<file path="config.mk">
export PLATFORM = sky130hd
export DESIGN_NAME = eif_spike_monitor_flat
export DESIGN_NICKNAME = d
export VERILOG_FILES = /design/src/rtl/eif_spike_monitor_if.sv /design/src/rtl/eif_spike_monitor.sv /design/src/flat_wrapper.sv
export SDC_FILE = /design/constraint.sdc
export NUM_CORES = 1
export LEC_CHECK = 0
export ABC_CLOCK_PERIOD_IN_PS = 9500
export BUFFER_PORTS_ARGS = -buffer_cell sky130_fd_sc_hd__buf_4
export CORE_UTILIZATION = 23
export CTS_CLUSTER_SIZE = 24
export DETAILED_ROUTE_END_ITERATION = 10
export GPL_ROUTABILITY_DRIVEN = 0
export PLACE_DENSITY = 0.45
export SYNTH_ARGS = -nofsm -noshare
export SYNTH_HDL_FRONTEND = slang
export SYNTH_SLANG_ARGS = --single-unit
</file>
<file path="constraint.sdc">
create_clock -name clk -period 9.5 [get_ports clk]
set_clock_uncertainty 0.1 [all_clocks]
set_input_delay 0.95 -clock clk [delete_from_list [all_inputs] [get_ports clk]]
set_output_delay 0.95 -clock clk [all_outputs]
set_load 0.02 [all_outputs]
</file>
<file path="src/rtl/eif_spike_monitor_if.sv">
// Bus between a spike source and eif_spike_monitor: neuron inputs, window
// control, readout select and the held-result readout.
interface eif_spike_monitor_if #(
    parameter int WIN_W = 16
);
    logic             spike_in;
    logic [7:0]       state_in;
    logic             start;
    logic [WIN_W-1:0] window_len;
    logic [1:0]       sel;
    logic [7:0]       data_out;
    logic             busy;
    logic             result_valid;

    // Stimulus / controller side
    modport master (
        output spike_in,
        output state_in,
        output start,
        output window_len,
        output sel,
        input  data_out,
        input  busy,
        input  result_valid
    );

    // Monitor side
    modport slave (
        input  spike_in,
        input  state_in,
        input  start,
        input  window_len,
        input  sel,
        output data_out,
        output busy,
        output result_valid
    );
endinterface

</file>
<file path="src/rtl/eif_spike_monitor.sv">
// Spike statistics over a programmable window: spike count, minimum
// inter-spike interval, burst count and peak membrane state. Results are
// held until the next report and read out 8 bits at a time through sel.
module eif_spike_monitor #(
    parameter int WIN_W     = 16,
    parameter int BURST_ISI = 4,
    parameter int BURST_MIN = 3
) (
    input  logic                 clk,
    input  logic                 rst,
    eif_spike_monitor_if.slave   mon
);

    typedef enum logic [1:0] {
        S_IDLE   = 2'd0,
        S_RUN    = 2'd1,
        S_REPORT = 2'd2
    } state_t;

    localparam logic [WIN_W-1:0] WIN_ONE     = {{(WIN_W-1){1'b0}}, 1'b1};
    localparam logic [8:0]       BURST_ISI_L = 9'(BURST_ISI);
    localparam logic [7:0]       BURST_MIN_L = 8'(BURST_MIN);

    state_t           state_q, state_d;
    logic             spike_q;
    logic [WIN_W-1:0] win_q,   win_d;
    logic [7:0]       cnt_q,   cnt_d;
    logic [7:0]       isi_q,   isi_d;
    logic [7:0]       min_q,   min_d;
    logic [7:0]       run_q,   run_d;
    logic [7:0]       burst_q, burst_d;
    logic [7:0]       peak_q,  peak_d;
    logic             seen_q,  seen_d;

    logic [7:0]       h_cnt_q,   h_cnt_d;
    logic [7:0]       h_min_q,   h_min_d;
    logic [7:0]       h_burst_q, h_burst_d;
    logic [7:0]       h_peak_q,  h_peak_d;

    logic             event_w;
    logic [8:0]       isi_len_w;
    logic             linked_w;
    logic [7:0]       run_nxt;

    // Rising edge of the spike level; a level already high never re-triggers
    assign event_w   = mon.spike_in & ~spike_q;
    // Interval of the current event: cycles since the previous event edge
    assign isi_len_w = {1'b0, isi_q} + 9'd1;
    assign linked_w  = seen_q && (isi_len_w <= BURST_ISI_L);

    // State register
    always_ff @(posedge clk) begin
        if (rst) begin
            state_q <= S_IDLE;
        end else begin
            state_q <= state_d;
        end
    end

    // Next-state logic: RUN counts win_q down to 1, REPORT is a single cycle
    always_comb begin
        state_d = state_q;
        case (state_q)
            S_IDLE: begin
                if (mon.start) begin
                    state_d = (mon.window_len == '0) ? S_REPORT : S_RUN;
                end
            end
            S_RUN: begin
                if (win_q == WIN_ONE) begin
                    state_d = S_REPORT;
                end
            end
            S_REPORT: state_d = S_IDLE;
            default:  state_d = S_IDLE;
        endcase
    end

    // FSM outputs
    always_comb begin
        mon.busy         = (state_q == S_RUN) || (state_q == S_REPORT);
        mon.result_valid = (state_q == S_REPORT);
    end

    // Working and held register next values
    always_comb begin
        win_d     = win_q;
        cnt_d     = cnt_q;
        isi_d     = isi_q;
        min_d     = min_q;
        run_d     = run_q;
        burst_d   = burst_q;
        peak_d    = peak_q;
        seen_d    = seen_q;
        run_nxt   = run_q;
        h_cnt_d   = h_cnt_q;
        h_min_d   = h_min_q;
        h_burst_d = h_burst_q;
        h_peak_d  = h_peak_q;

        case (state_q)
            S_IDLE: begin
                if (mon.start) begin
                    win_d   = mon.window_len;
                    cnt_d   = 8'd0;
                    isi_d   = 8'd0;
                    min_d   = 8'hFF;
                    run_d   = 8'd0;
                    burst_d = 8'd0;
                    peak_d  = 8'd0;
                    seen_d  = 1'b0;
                end
            end
            S_RUN: begin
                win_d = win_q - WIN_ONE;
                if (mon.state_in > peak_q) begin
                    peak_d = mon.state_in;
                end
                if (event_w) begin
                    if (cnt_q != 8'hFF) begin
                        cnt_d = cnt_q + 8'd1;
                    end
                    isi_d  = 8'd0;
                    seen_d = 1'b1;
                    // A saturated interval (256) can never beat min, which is <= 255
                    if (seen_q && (isi_len_w < {1'b0, min_q})) begin
                        min_d = isi_len_w[7:0];
                    end
                    if (linked_w) begin
                        run_nxt = (run_q >= BURST_MIN_L) ? BURST_MIN_L : run_q + 8'd1;
                    end else begin
                        run_nxt = 8'd1;
                    end
                    run_d = run_nxt;
                    // Count a burst only on the event that first reaches BURST_MIN
                    if ((run_nxt == BURST_MIN_L) && (run_q != BURST_MIN_L) && (burst_q != 8'hFF)) begin
                        burst_d = burst_q + 8'd1;
                    end
                end else if (isi_q != 8'hFF) begin
                    isi_d = isi_q + 8'd1;
                end
            end
            default: ;
        endcase

        // Publish on the edge entering REPORT so the last RUN cycle is included
        if ((state_d == S_REPORT) && (state_q != S_REPORT)) begin
            h_cnt_d   = cnt_d;
            h_min_d   = min_d;
            h_burst_d = burst_d;
            h_peak_d  = peak_d;
        end
    end

    // Working, held and spike-history registers
    always_ff @(posedge clk) begin
        if (rst) begin
            spike_q   <= 1'b0;
            win_q     <= '0;
            cnt_q     <= 8'd0;
            isi_q     <= 8'd0;
            min_q     <= 8'd0;
            run_q     <= 8'd0;
            burst_q   <= 8'd0;
            peak_q    <= 8'd0;
            seen_q    <= 1'b0;
            h_cnt_q   <= 8'd0;
            h_min_q   <= 8'd0;
            h_burst_q <= 8'd0;
            h_peak_q  <= 8'd0;
        end else begin
            spike_q   <= mon.spike_in;
            win_q     <= win_d;
            cnt_q     <= cnt_d;
            isi_q     <= isi_d;
            min_q     <= min_d;
            run_q     <= run_d;
            burst_q   <= burst_d;
            peak_q    <= peak_d;
            seen_q    <= seen_d;
            h_cnt_q   <= h_cnt_d;
            h_min_q   <= h_min_d;
            h_burst_q <= h_burst_d;
            h_peak_q  <= h_peak_d;
        end
    end

    // Readout mux of the held results
    always_comb begin
        case (mon.sel)
            2'd0:    mon.data_out = h_cnt_q;
            2'd1:    mon.data_out = h_min_q;
            2'd2:    mon.data_out = h_burst_q;
            default: mon.data_out = h_peak_q;
        endcase
    end

endmodule

</file>
<file path="src/flat_wrapper.sv">
// flat-port wrapper written by rule: the top's interface ports become plain ports
module eif_spike_monitor_flat 
#(
    parameter int WIN_W     = 16,
    parameter int BURST_ISI = 4,
    parameter int BURST_MIN = 3
)
  (clk, rst, mon_spike_in, mon_state_in, mon_start, mon_window_len, mon_sel, mon_data_out, mon_busy, mon_result_valid);
  eif_spike_monitor_if #(.WIN_W(WIN_W)) mon_i ();
  input  logic clk;
  input  logic rst;
  input wire logic [$bits(mon_i.spike_in)-1:0] mon_spike_in;
  input wire logic [$bits(mon_i.state_in)-1:0] mon_state_in;
  input wire logic [$bits(mon_i.start)-1:0] mon_start;
  input wire logic [$bits(mon_i.window_len)-1:0] mon_window_len;
  input wire logic [$bits(mon_i.sel)-1:0] mon_sel;
  output wire logic [$bits(mon_i.data_out)-1:0] mon_data_out;
  output wire logic [$bits(mon_i.busy)-1:0] mon_busy;
  output wire logic [$bits(mon_i.result_valid)-1:0] mon_result_valid;
  assign mon_i.spike_in = mon_spike_in;
  assign mon_i.state_in = mon_state_in;
  assign mon_i.start = mon_start;
  assign mon_i.window_len = mon_window_len;
  assign mon_i.sel = mon_sel;
  assign mon_data_out = mon_i.data_out;
  assign mon_busy = mon_i.busy;
  assign mon_result_valid = mon_i.result_valid;
  eif_spike_monitor #(.WIN_W(WIN_W), .BURST_ISI(BURST_ISI), .BURST_MIN(BURST_MIN)) u_core (.clk(clk), .rst(rst), .mon(mon_i));
endmodule
</file>
# Yosys cells after proc, flatten, opt, wreduce, memory -nomap -nowiden

Cells that the tools add are included.

$add $sub $neg: 6
$lt $le $gt $ge: 4
Equality and inequality tests: 15
Muxes and demuxes: 35
Bitwise operators: 2
Reductions and logical operators: 13

Operators by type and width:

| kind                  | count |
|---|---|
| $mux 8                | 19 |
| $pmux 8 s2            | 6 |
| $add 8x1->8 const B   | 4 |
| $pmux 16 s2           | 1 |
| $ne 8x8->1 const B    | 3 |
| $pmux 8 s3            | 1 |
| $eq 16x1->1 const B   | 1 |
| $logic_not 16->1      | 1 |
| $mux 16               | 1 |
| $sub 16x1->16 const B | 1 |
| $add 8x1->9 const B   | 1 |
| $le 9x3->1 const B    | 1 |
| $lt 9x8->1            | 1 |
| $eq 8x2->1 const B    | 1 |
| $ge 8x2->1 const B    | 1 |
| $gt 8x8->1            | 1 |
| $ne 8x2->1 const B    | 1 |
| $eq 2x2->1 const B    | 3 |
| $mux 2                | 3 |
| $reduce_and 3->1      | 2 |
| $logic_and 1x1->1     | 5 |
| $eq 2x1->1 const B    | 2 |
| $logic_not 2->1       | 2 |
| $ne 2x2->1 const B    | 2 |
| other kinds (10)      | 11 |

Register bits: 100
Input port bits: 30
Output and inout port bits: 10
Word-level logic and storage cells: 89

# Longest topological paths before layout

Gate-level depths: netlist (run 1).

Depth in word-level cells: 12
Gate-level depth with buffers: 13
Gate-level depth less buffers: 11

# Least setup slack after synthesis (run 1)

Ideal clock, no wire load.

Path kind: input-to-output
Start: input mon_sel[0]
End: output mon_data_out[0]
Data arrival time: 2.005 ns
Required time: 8.450 ns
Path slack: 6.445 ns
Stages: 2
Buffers on the path: 1
Cell sequence: clkbuf_1 > mux4_2

Word-level cells in the longest chain between the ends: 2
Elaborated cells between the ends (all ways): 4
Classes of those cells: 2 x eq/ne; 1 x mux; 1 x reduce/logical

RTL lines:

| what                                     | line                     | source |
|---|---|---|
| from (decl)                              | flat_wrapper.sv:16       | `input wire logic [$bits(mon_i.sel)-1:0] mon_sel;` |
| $eq 2x2->1, or another cell as far along | eif_spike_monitor.sv:190 | `case (mon.sel)` |
| $pmux 8 s3 (*)                           | eif_spike_monitor.sv:190 |  |
| to (decl)                                | flat_wrapper.sv:17       | `output wire logic [$bits(mon_i.data_out)-1:0] mon_data_out;` |

Every way passes the cells marked *; elsewhere a longest branch is shown, timed or not.

# Worst setup path in the final report (run 1)

Start: input mon_start
End: register u_core.h_cnt_q[7]

Word-level cells in the longest chain between the ends: 4
Elaborated cells between the ends (all ways): 6
Classes of those cells: 1 x eq/ne; 4 x mux; 1 x reduce/logical

RTL lines:

| what                 | line                     | source |
|---|---|---|
| from (decl)          | flat_wrapper.sv:14       | `input wire logic [$bits(mon_i.start)-1:0] mon_start;` |
| $mux 2               | eif_spike_monitor.sv:65  | `if (mon.start) begin` |
| $pmux 2 s2           | eif_spike_monitor.sv:63  | `case (state_q)` |
| $eq 2x2->1           | eif_spike_monitor.sv:147 | `if ((state_d == S_REPORT) && (state_q != S_REPORT)) begin` |
| $logic_and 1x1->1    | eif_spike_monitor.sv:147 |  |
| to (signal assigned) | eif_spike_monitor.sv:181 | `h_cnt_q <= h_cnt_d;` |
| to (decl)            | eif_spike_monitor.sv:35  | `logic [7:0] h_cnt_q, h_cnt_d;` |

Several ways; a longest one is shown, not always the timed one.
A chain may end at the register's enable or synchronous reset.

==> impl_metrics.xml, run 1 <==
<?xml version="1.0" encoding="UTF-8"?>
<metrics>
  <group name="outcome">
    <metric name="status" unit="">completed</metric>
  </group>
  <group name="timing">
    <metric name="timing.final.hold_violations" unit="">0</metric>
    <metric name="setup_viol" unit="">0</metric>
    <metric name="slew_violations" unit="">0</metric>
    <metric name="setup-tns-final" unit="ns">0</metric>
    <metric name="timing_worst_slew_pin_value" unit="ns">0.955</metric>
    <metric name="timing.fmax" unit="MHz">289</metric>
    <metric name="worst_slew_margin_rel" unit="%">36.3</metric>
    <metric name="final.period_utilization" unit="%">36.5</metric>
    <metric name="unrepaired_setup_endpoints_after_global_routing" unit="">no</metric>
    <metric name="worst_hold_slack" unit="ns">0.365</metric>
    <metric name="min_period" unit="ns">3.46</metric>
  </group>
  <group name="cts">
    <metric name="clock_buffers_created_by_tritoncts" unit="">9</metric>
    <metric name="cts.repair_timing.setup_buffer_count" unit="">0</metric>
    <metric name="clock-sinks" unit="">100</metric>
    <metric name="clock_tree.buffer_depth" unit="">2</metric>
    <metric name="clk_root_buffer_cell" unit="">clkbuf_16</metric>
    <metric name="holdBufCountCts" unit="">0</metric>
    <metric name="clk-insertion-delay-late" unit="ns">0.35</metric>
    <metric name="ctsResizeCount" unit="">0</metric>
    <metric name="cts_tree" unit="">built</metric>
    <metric name="h_tree_lvl_count" unit="">3</metric>
    <metric name="cts.reportedPaths.clkPinSlew" unit="ns">0.08</metric>
  </group>
  <group name="setup_path">
    <metric name="launch_point_of_the_worst_reg_to_reg_path" unit="">u_core.isi_q[0]</metric>
    <metric name="regToRegSetupSlack" unit="ns">6.09</metric>
    <metric name="worstSetupStartpointType" unit="">input pin</metric>
    <metric name="crit_type" unit="">in -&gt; reg</metric>
    <metric name="crit_path_cell_trace" unit="">buf_4 &gt; nor4b_1 &gt; nand4_1 &gt; nor4_1 &gt; o21ai_0 &gt; a221oi_4 &gt; buf_4 &gt; mux2i_1 &gt; nor2_1</metric>
    <metric name="crit_arrival" unit="ns">3.57</metric>
    <metric name="slowest_stage" unit="">buf_4</metric>
    <metric name="critPathMaxStageDelay" unit="ns">0.58</metric>
    <metric name="timing.critical_path.buf_inv" unit="">2</metric>
    <metric name="worst_r2r_path_depth" unit="">12</metric>
    <metric name="endpoint" unit="">u_core.h_cnt_q[7]</metric>
    <metric name="worstSetupPathDepth" unit="">9</metric>
    <metric name="critical_path.max_fanout" unit="">62</metric>
    <metric name="timing.critical_path.from" unit="">mon_start</metric>
    <metric name="worstSetupEndpointType" unit="">flop</metric>
    <metric name="worst_r2r_endpoint" unit="">u_core.h_min_q[7]</metric>
    <metric name="worstPathRequired" unit="ns">9.61</metric>
    <metric name="path_delay_family" unit="">simple AND/OR/NAND/NOR gates</metric>
    <metric name="timing.critical_path.mode_cell" unit="">buf_4</metric>
  </group>
  <group name="synthesis">
    <metric name="yosysTopAreaCell" unit="">dfxtp_1</metric>
    <metric name="synth_edf_count" unit="">0</metric>
    <metric name="ys.warnings.count" unit="">0</metric>
    <metric name="yosys.cell_count.top_type" unit="">nor2_1</metric>
    <metric name="syn_nets" unit="">720</metric>
    <metric name="synthesis.instances" unit="">665</metric>
    <metric name="synthTopCellsByCount" unit="">nor2_1 (108), dfxtp_1 (100), nand2_1 (52)</metric>
    <metric name="postSynth.topFlopCell" unit="">dfxtp_1</metric>
    <metric name="yosys_register_bits" unit="">100</metric>
    <metric name="seq_area_frac_synth" unit="%">36.0</metric>
    <metric name="most_area_consuming_cells_after_synthesis" unit="">dfxtp_1 (36%), nor2_1 (7.3%), ha_1 (5.6%), a21oi_1 (3.6%), nand2_1 (3.5%)</metric>
    <metric name="post-synth-top-area-fraction" unit="%">36.0</metric>
    <metric name="syn_avg_cell_area" unit="um2">8.37</metric>
    <metric name="synthesis.area" unit="um2">5560</metric>
    <metric name="synthDistinctLibCells" unit="">72</metric>
    <metric name="postSynth.asyncResetShare" unit="%">0</metric>
  </group>
  <group name="drt">
    <metric name="routed_wire_length_per_instance" unit="um">14.6</metric>
    <metric name="drtAntennaViolNets" unit="">0</metric>
    <metric name="drt-total-wl" unit="um">14600</metric>
    <metric name="drtIter0Drc" unit="">237</metric>
    <metric name="detailroute.via_count" unit="">4679</metric>
    <metric name="remaining_drc_errors" unit="">0</metric>
    <metric name="detail_route.vias_per_cell" unit="">4.66</metric>
    <metric name="number_of_search_and_repair_iterations_in_the_first_detailed_routing_pass" unit="">4</metric>
  </group>
  <group name="global_route">
    <metric name="grt.overflow.total" unit="">0</metric>
    <metric name="globalRouteMet2Util" unit="%">20.0</metric>
    <metric name="global_route_wire_length_before_repair" unit="um">24200</metric>
    <metric name="first_global_vias" unit="">4413</metric>
    <metric name="grt_busiest_layer" unit="">met2</metric>
    <metric name="use_met3" unit="%">1.93</metric>
    <metric name="grt_max_degree" unit="">81</metric>
    <metric name="grt_antenna_before_repair" unit="">0</metric>
    <metric name="global_route.usage.met1" unit="%">17.4</metric>
    <metric name="global_route.usage.total" unit="%">12.6</metric>
  </group>
  <group name="job">
    <metric name="max_cap_viol_count" unit="">0</metric>
  </group>
  <group name="floorplanning">
    <metric name="core_area" unit="um2">23600</metric>
    <metric name="ios" unit="">40</metric>
    <metric name="row_count" unit="">56</metric>
    <metric name="fp.dieW" unit="um">158</metric>
    <metric name="die_area" unit="um2">24800</metric>
    <metric name="initial_utilization" unit="%">23.6</metric>
    <metric name="die_height" unit="um">158</metric>
  </group>
  <group name="power_and_ir_drop">
    <metric name="power.leakage" unit="nW">2.31</metric>
    <metric name="powerDensity" unit="nW/um2">155</metric>
    <metric name="total_power" unit="mW">0.995</metric>
    <metric name="peakVddDrop" unit="V">0.0000839</metric>
  </group>
  <group name="hold_path">
    <metric name="class_of_the_tightest_hold_or_removal_check" unit="">reg -&gt; reg</metric>
    <metric name="worstHoldStart" unit="">u_core.run_q[3]</metric>
  </group>
  <group name="finish">
    <metric name="final_nets" unit="">735</metric>
    <metric name="diodes" unit="">0</metric>
    <metric name="drive_above_1_share" unit="%">15.2</metric>
    <metric name="syn_to_final_growth" unit="%">15.5</metric>
  </group>
  <group name="place">
    <metric name="port-buffer-count" unit="">39</metric>
    <metric name="place.detailed.hpwl" unit="um">10200</metric>
  </group>
</metrics>
state kept, by name (all words and copies together) (netlist names):
name and flops:
u_core.seen_q 1, u_core.isi_q 8, u_core.state_q 2, u_core.h_min_q 8
u_core.run_q 8, u_core.min_q 8, u_core.h_cnt_q 8, u_core.spike_q 1
u_core.cnt_q 8, u_core.peak_q 8, u_core.h_burst_q 8, u_core.h_peak_q 8
u_core.win_q 16, u_core.burst_q 8
per-layer routing:
layer / up-vias / part of all wire [%]
li1: 2432 / -
met1: 2179 / 51
met2: 57 / 45
met3: 11 / 2.3
met4: 0 / 1.2
met5: - / 0
through the flow:
stage / area [um2] / worst slack [ns] / cells / util [%]
2_1_floorplan: 5560 / 6.44 / 665 / -
3_3_place_gp: 6120 / 5.66 / 988 / 25.9
3_5_place_dp: 6120 / 5.61 / 988 / 25.9
4_1_cts: 6430 / 5.99 / 1004 / 27.2
5_1_grt: 6430 / 5.60 / 1004 / 27.2
6_report: 6430 / 6.04 / 1004 / 27.2
where the power goes:
group / internal, mW / switching, mW / leakage, nW
clock: 0.209 / 0.180 / 0.145
combinational: 0.0602 / 0.0975 / 1.35
sequential: 0.434 / 0.0145 / 0.812
worst min-delay path by stage:
stage / to / depth (start not counted)
floorplan: u_core.run_q[3] / 1
global placement: u_core.run_q[7] / 1
detailed placement: u_core.run_q[3] / 1
CTS: u_core.run_q[5] / 1
global route: u_core.run_q[7] / 1
finish: u_core.run_q[3] / 1
layout by cell type (no fill, tap or decap), types with 3 or more instances in the layout:
cell type    n
nor2_1     108
dfxtp_1    100
nand2_1     52
buf_4       46
a21oi_1     39
inv_1       28
o21ai_0     28
a211oi_1    24
ha_1        24
a22oi_1     20
nand3_1     19
nor3_1      16
nor4_1      12
and2_1      10
a211oi_2    10
clkbuf_16    9
and3_1       8
xnor2_1      8
mux2i_1      8
mux4_2       8
mux2_2       7
xor2_1       7
nor2b_1      5
nand4_1      4
or3_1        4
o22ai_1      4
and4_1       3
o211ai_1     3
a2bb2oi_1    3
a21o_1       3
o211a_1      3
a221oi_1     3
nand3b_1     3
or2_2        3
cell type report:
cell class | instances | area, um2
flip-flops and latches | 100 | 2000
clock buffers | 9 | 225
inverters | 29 | 109
repair buffers | 46 | 345
fillers | 2579 | 17200
clock inverters | 7 | 82.6
well taps | 319 | 399
multi-input cells | 494 | 3260
cell families after synthesis:
| logic type | Yosys count | share of synthesized area (%) |
|---|---|---|
| muxes | 24 | 6.30 |
| and+or+nand+nor | 261 | 22.4 |
| buffers and inverters | 71 | 5.51 |
| adders and majority gates | 25 | 5.62 |
| xor gates and xnor gates | 15 | 2.36 |
| AOI/OAI and AO/OA | 169 | 21.8 |
| DFF | 100 | 36.0 |
Note: power is estimated with default switching activity, not from simulation.
==> inputs of run 2 (changes only) <==
ABC_CLOCK_PERIOD_IN_PS = 3140   (was 9500)
PLACE_DENSITY = 0.46   (was 0.45)
clock period = 3.14 ns   (was 9.5 ns; I/O delays follow)
==> run 2 against run 1 <==
Count of clock-buffer cells in the layout is 1 higher. Utilization is 0.67 points higher. Combinational power grew to 3.1 times the previous value. Global-route usage hardly changed. Final cell count is 1.5% higher. Via count is 1.6% higher. Routed wire length is 0.46% higher. Final area is 2.5% higher. Total power grew to 3.0 times the previous value. Non-clock buffer count is 15 higher. Sequential power grew to 3.0 times the previous value. Critical path depth is 2 higher. Highest routed layer unchanged.
==> impl_metrics.xml, run 2 (synthesis gave the netlist of run 1 again) <==
<?xml version="1.0" encoding="UTF-8"?>
<metrics>
  <group name="outcome">
    <metric name="status" unit="">completed</metric>
  </group>
  <group name="place">
    <metric name="port-buffer-count" unit="">39</metric>
    <metric name="placement.setup.worst_slack" unit="ns">0.228</metric>
    <metric name="place.detailed.hpwl" unit="um">10400</metric>
    <metric name="dpl_cell_area" unit="um2">6240</metric>
    <metric name="dp.cells" unit="">1001</metric>
  </group>
  <group name="timing">
    <metric name="setup_viol" unit="">0</metric>
    <metric name="setup-tns-final" unit="ns">0</metric>
    <metric name="worst_slew_margin_rel" unit="%">46.2</metric>
    <metric name="timing_worst_slew_pin_value" unit="ns">0.806</metric>
    <metric name="final.period_utilization" unit="%">93.8</metric>
    <metric name="worst_slack_setup_final" unit="ns">0.194</metric>
    <metric name="slew_violations" unit="">0</metric>
    <metric name="timing.final.hold_violations" unit="">0</metric>
    <metric name="unrepaired_setup_endpoints_after_global_routing" unit="">no</metric>
    <metric name="timing.fmax" unit="MHz">339</metric>
    <metric name="min_period" unit="ns">2.95</metric>
  </group>
  <group name="drt">
    <metric name="remaining_drc_errors" unit="">0</metric>
    <metric name="drtIter0Drc" unit="">256</metric>
    <metric name="drtAntennaViolNets" unit="">0</metric>
    <metric name="drt-total-wl" unit="um">14700</metric>
    <metric name="detail_route.vias_per_cell" unit="">4.67</metric>
    <metric name="routed_wire_length_per_instance" unit="um">14.4</metric>
    <metric name="number_of_search_and_repair_iterations_in_the_first_detailed_routing_pass" unit="">4</metric>
    <metric name="detailroute.via_count" unit="">4756</metric>
  </group>
  <group name="hold_path">
    <metric name="min_delay_path_depth" unit="">2</metric>
    <metric name="worstHoldStart" unit="">mon_spike_in</metric>
    <metric name="class_of_the_tightest_hold_or_removal_check" unit="">in -&gt; reg</metric>
    <metric name="worstHoldEndpoint" unit="">u_core.spike_q</metric>
  </group>
  <group name="cts">
    <metric name="clock-sinks" unit="">100</metric>
    <metric name="clock_buffers_created_by_tritoncts" unit="">9</metric>
    <metric name="h_tree_lvl_count" unit="">3</metric>
    <metric name="clk-insertion-delay-late" unit="ns">0.36</metric>
    <metric name="clk_root_buffer_cell" unit="">clkbuf_16</metric>
    <metric name="clock_tree.buffer_depth" unit="">2</metric>
    <metric name="cts.reportedPaths.clkPinSlew" unit="ns">0.07</metric>
    <metric name="cts_tree" unit="">built</metric>
    <metric name="holdBufCountCts" unit="">0</metric>
  </group>
  <group name="finish">
    <metric name="final_nets" unit="">750</metric>
    <metric name="fill_cells" unit="">2583</metric>
    <metric name="register_ranked_first_by_flip_flop_count" unit="">u_core.win_q</metric>
    <metric name="diodes" unit="">0</metric>
    <metric name="largest_register_ffs" unit="">16</metric>
    <metric name="multi_input_comb_area" unit="um2">3280</metric>
    <metric name="syn_to_final_growth" unit="%">18.4</metric>
    <metric name="drive_above_1_share" unit="%">17.4</metric>
    <metric name="layoutNonFillerInstCount" unit="">1019</metric>
    <metric name="mostFrequentLayoutCells" unit="">nor2_1 (108), dfxtp_1 (100), buf_4 (59)</metric>
    <metric name="most_common_library_cell_in_the_layout_ignoring_fill_and_taps" unit="">nor2_1</metric>
    <metric name="area.sequential" unit="um2">2000</metric>
    <metric name="final_util" unit="%">27.9</metric>
    <metric name="postLayoutCellArea" unit="um2">6590</metric>
  </group>
  <group name="global_route">
    <metric name="first_global_vias" unit="">4514</metric>
    <metric name="global_route.usage.total" unit="%">12.6</metric>
    <metric name="grt_antenna_before_repair" unit="">0</metric>
    <metric name="grt.overflow.total" unit="">0</metric>
    <metric name="grt_max_degree" unit="">63</metric>
    <metric name="global_route_wire_length_before_repair" unit="um">24100</metric>
  </group>
  <group name="setup_path">
    <metric name="worstSetupStartpointType" unit="">flop</metric>
    <metric name="crit_arrival" unit="ns">3.07</metric>
    <metric name="critical_path.max_fanout" unit="">13</metric>
    <metric name="regToRegSetupSlack" unit="ns">0.19</metric>
    <metric name="worstSetupEndpointType" unit="">flop</metric>
    <metric name="crit_type" unit="">reg -&gt; reg</metric>
    <metric name="launch_point_of_the_worst_reg_to_reg_path" unit="">u_core.isi_q[1]</metric>
    <metric name="worst_r2r_path_depth" unit="">11</metric>
    <metric name="worst_r2r_endpoint" unit="">u_core.h_min_q[6]</metric>
    <metric name="worstPathRequired" unit="ns">3.26</metric>
  </group>
  <group name="floorplanning">
    <metric name="ios" unit="">40</metric>
    <metric name="fp.dieW" unit="um">158</metric>
    <metric name="die_area" unit="um2">24800</metric>
    <metric name="row_count" unit="">56</metric>
    <metric name="die_height" unit="um">158</metric>
    <metric name="initial_utilization" unit="%">23.6</metric>
    <metric name="core_area" unit="um2">23600</metric>
  </group>
  <group name="power_and_ir_drop">
    <metric name="powerDensity" unit="nW/um2">455</metric>
    <metric name="power.leakage" unit="nW">2.41</metric>
    <metric name="peakVddDrop" unit="V">0.000231</metric>
  </group>
  <group name="job">
    <metric name="max_cap_viol_count" unit="">0</metric>
  </group>
</metrics>
-- run 2: how the worst max path moves through the flow --
stage / startpoint / end / slack [ns]
2_1_floorplan: u_core.isi_q[0] / u_core.h_min_q[6] / 0.09
3_3_place_gp: u_core.isi_q[1] / u_core.h_min_q[6] / 0.23
3_5_place_dp: u_core.isi_q[1] / u_core.h_min_q[1] / 0.23
4_1_cts: u_core.isi_q[1] / u_core.h_min_q[1] / 0.17
5_1_grt: u_core.isi_q[1] / u_core.h_min_q[6] / 0.01
6_report: u_core.isi_q[1] / u_core.h_min_q[6] / 0.19
-- run 2: area by class of cell --
| class | count | share of cell area (%) |
|---|---|---|
| sequential | 100 | 30.4 |
| tap | 319 | 6.06 |
| inverter | 29 | 1.65 |
| multi-input combinational | 494 | 49.9 |
| timing repair buffer | 61 | 7.33 |
| clock buffer | 10 | 3.63 |
| clock inverter | 6 | 1.06 |
-- run 2: timing repair --
action | CTS | global route
resized for setup | 0 | 4
endpoints found under the setup margin | 0 | 12
buffers inserted | 0 | 2
-- run 2: worst max-delay path: stages, from the launching register on --
cell,delay [ns]
dfxtp_1,0.43
ha_1,0.26
and4_1,0.28
nand2_1,0.13
xnor2_2,0.18
ha_1,0.28
nand2_1,0.10
a211oi_1,0.07
nor4_2,0.32
buf_4,0.26
mux2i_1,0.27
a311oi_2,0.13
-- run 2: power by group --
part           total, mW  switching (mW)  internal [mW]  leakage [nW]
combinational      0.488           0.293          0.195          1.45
sequential          1.36          0.0430           1.31         0.812
clock               1.15           0.566          0.585         0.144
-- run 2: stage by stage --
stage / hold WS [ns] / power [mW]
after global placement: 0.345 / 1.88
after floorplan: 0.330 / 1.71
after global routing: 0.0828 / 3.15
after CTS: 0.0778 / 3.04
after detailed placement: 0.348 / 1.88
final: 0.0855 / 2.99
-- run 2: metal layers --
layer / track usage [%] / up-vias / routed length [um]
met5: 0 / - / 0
met4: 4.48 / 0 / 240
met3: 2.06 / 12 / 428
met2: 20.2 / 50 / 6700
met1: 16.9 / 2239 / 7340
li1: - / 2455 / -
==> inputs of run 3 (changes only) <==
CORE_UTILIZATION = 35   (was 23)
CTS_BUF_LIST = sky130_fd_sc_hd__clkbuf_4   (was unset)
PLACE_DENSITY = 0.6   (was 0.46)
==> run 3 against run 2 <==
Clock power is 33% lower. Final cell count is 11% lower. Highest routed layer unchanged. Sequential power hardly changed.
==> impl_metrics.xml, run 3 (synthesis gave the netlist of run 1 again) <==
<?xml version="1.0" encoding="UTF-8"?>
<metrics>
  <group name="global_route">
    <metric name="global_route.usage.met1" unit="%">23.9</metric>
    <metric name="globalRouteMet2Util" unit="%">29.9</metric>
    <metric name="first_global_vias" unit="">4903</metric>
    <metric name="grt_antenna_before_repair" unit="">1</metric>
    <metric name="global_route_wire_length_before_repair" unit="um">24000</metric>
    <metric name="use_met3" unit="%">2.96</metric>
    <metric name="global_route.usage.total" unit="%">18.5</metric>
    <metric name="grt_busiest_layer" unit="">met2</metric>
    <metric name="grt_max_degree" unit="">63</metric>
    <metric name="grt.overflow.total" unit="">0</metric>
  </group>
  <group name="setup_path">
    <metric name="path_delay_family" unit="">compound AO/OA/AOI/OAI gates</metric>
    <metric name="worstSetupStartpointType" unit="">flop</metric>
    <metric name="critPathMaxStageDelay" unit="ns">0.41</metric>
    <metric name="worstSetupEndpointType" unit="">flop</metric>
    <metric name="timing.critical_path.buf_inv" unit="">1</metric>
    <metric name="slowest_stage" unit="">dfxtp_2</metric>
    <metric name="crit_path_cell_trace" unit="">ha_1 &gt; and4_1 &gt; nand2_1 &gt; xnor2_1 &gt; ha_1 &gt; nand2_1 &gt; a211oi_1 &gt; nor4_4 &gt; buf_6 &gt; a221oi_2 &gt; a211oi_1</metric>
    <metric name="crit_type" unit="">reg -&gt; reg</metric>
    <metric name="worstPathRequired" unit="ns">3.43</metric>
    <metric name="critical_path.max_fanout" unit="">12</metric>
    <metric name="crit_arrival" unit="ns">3.19</metric>
    <metric name="regToRegSetupSlack" unit="ns">0.24</metric>
  </group>
  <group name="timing">
    <metric name="min_period" unit="ns">2.90</metric>
    <metric name="timing.final.hold_violations" unit="">0</metric>
    <metric name="setup-tns-final" unit="ns">0</metric>
    <metric name="slew_violations" unit="">0</metric>
    <metric name="unrepaired_setup_endpoints_after_global_routing" unit="">no</metric>
    <metric name="timing.fmax" unit="MHz">345</metric>
    <metric name="worst_slew_margin_rel" unit="%">48.4</metric>
    <metric name="setup_viol" unit="">0</metric>
    <metric name="worst_hold_slack" unit="ns">0.0240</metric>
    <metric name="final.period_utilization" unit="%">92.3</metric>
    <metric name="timing_worst_slew_pin_value" unit="ns">0.773</metric>
  </group>
  <group name="drt">
    <metric name="remaining_drc_errors" unit="">0</metric>
    <metric name="number_of_search_and_repair_iterations_in_the_first_detailed_routing_pass" unit="">5</metric>
    <metric name="drtAntennaViolNets" unit="">0</metric>
    <metric name="routed_wire_length_per_instance" unit="um">15.7</metric>
    <metric name="detailroute.via_count" unit="">4986</metric>
    <metric name="drt-total-wl" unit="um">14300</metric>
    <metric name="detail_route.vias_per_cell" unit="">5.47</metric>
    <metric name="drtIter0Drc" unit="">329</metric>
  </group>
  <group name="floorplanning">
    <metric name="initial_utilization" unit="%">36.2</metric>
    <metric name="die_height" unit="um">128</metric>
    <metric name="ios" unit="">40</metric>
    <metric name="core_area" unit="um2">15400</metric>
    <metric name="fp.dieW" unit="um">128</metric>
    <metric name="die_area" unit="um2">16400</metric>
    <metric name="row_count" unit="">45</metric>
  </group>
  <group name="hold_path">
    <metric name="class_of_the_tightest_hold_or_removal_check" unit="">in -&gt; reg</metric>
  </group>
  <group name="finish">
    <metric name="postLayoutCellArea" unit="um2">6310</metric>
    <metric name="drive_above_1_share" unit="%">17.7</metric>
    <metric name="most_common_library_cell_in_the_layout_ignoring_fill_and_taps" unit="">nor2_1</metric>
    <metric name="final_nets" unit="">749</metric>
    <metric name="syn_to_final_growth" unit="%">13.4</metric>
    <metric name="mostFrequentLayoutCells" unit="">nor2_1 (108), dfxtp_1 (98), buf_4 (57)</metric>
    <metric name="largest_register_ffs" unit="">16</metric>
    <metric name="register_ranked_first_by_flip_flop_count" unit="">u_core.win_q</metric>
  </group>
  <group name="place">
    <metric name="place.detailed.hpwl" unit="um">10200</metric>
    <metric name="port-buffer-count" unit="">39</metric>
    <metric name="dpl_cell_area" unit="um2">6090</metric>
  </group>
  <group name="job">
    <metric name="max_cap_viol_count" unit="">0</metric>
  </group>
  <group name="cts">
    <metric name="clock_buffers_created_by_tritoncts" unit="">9</metric>
    <metric name="clock_tree.buffer_depth" unit="">2</metric>
    <metric name="cts.reportedPaths.clkPinSlew" unit="ns">0.17</metric>
    <metric name="clk-insertion-delay-late" unit="ns">0.52</metric>
    <metric name="h_tree_lvl_count" unit="">3</metric>
    <metric name="clock-sinks" unit="">100</metric>
    <metric name="clk_root_buffer_cell" unit="">clkbuf_4</metric>
    <metric name="cts_tree" unit="">built</metric>
  </group>
  <group name="outcome">
    <metric name="status" unit="">completed</metric>
  </group>
  <group name="power_and_ir_drop">
    <metric name="peakVddDrop" unit="V">0.000182</metric>
    <metric name="power.leakage" unit="nW">2.34</metric>
    <metric name="powerDensity" unit="nW/um2">416</metric>
  </group>
</metrics>
run 3: changes by cell type in the layout (fill, tap and decap cells not counted), moves of 2 or more:
cell | before | now
clkbuf_4 | 0 | 9
dfxtp_1 | 100 | 98
dfxtp_2 | 0 | 2
buf_4 | 59 | 57
clkbuf_16 | 9 | 0
run 3: layout make-up:
type | instances | area (um2)
multi-input combinational | 494 | 3300
timing repair buffer | 60 | 469
clock buffer | 9 | 67.6
inverter | 29 | 109
fill | 1541 | 9060
antenna | 1 | 2.50
tap | 211 | 264
sequential | 100 | 2000
clock inverter | 7 | 93.8
run 3: metal layers:
| metal | share of wire [%] | up-vias |
|---|---|---|
| li1 | - | 2458 |
| met1 | 46 | 2368 |
| met2 | 47 | 129 |
| met3 | 4.4 | 31 |
| met4 | 3.0 | 0 |
| met5 | 0 | - |
run 3: worst paths after layout:
check / cells after the start / start / to
max: 11 / u_core.isi_q[1] / u_core.h_min_q[1]
min: 3 / mon_window_len[1] / u_core.win_q[1]
max reg2reg: 11 / u_core.isi_q[1] / u_core.h_min_q[1]
min reg2reg: 1 / u_core.run_q[5] / u_core.run_q[5]
run 3: stage by stage:
step                      power (mW)  setup WS (ns)  instances  utilization [%]
after CTS                       2.63         0.0768        910             40.8
after floorplan                 1.71         0.0856        665                -
final                           2.63          0.241        911             41.0
after detailed placement        1.87          0.118        893             39.7
after global routing            2.76         0.0549        911             41.0
after global placement          1.85          0.291        893             39.7
run 3: timing repair:
| item | CTS | global route |
|---|---|---|
| gates resized for setup | 0 | 10 |
| buffers inserted | 0 | 0 |
| setup endpoints to repair | 0 | 19 |
| hold endpoints to repair | 1 | 0 |
| hold buffers | 1 | 0 |
run 3: tightest hold or removal path, stage by stage:
cell,delay [ns]
buf_4,0.09
o211ai_1,0.07
a21oi_1,0.13
run 3: report_power, final:
| group | switching (mW) | internal [mW] | total [mW] |
|---|---|---|---|
| sequential | 0.0447 | 1.32 | 1.36 |
| clock | 0.511 | 0.264 | 0.776 |
| combinational | 0.295 | 0.195 | 0.489 |
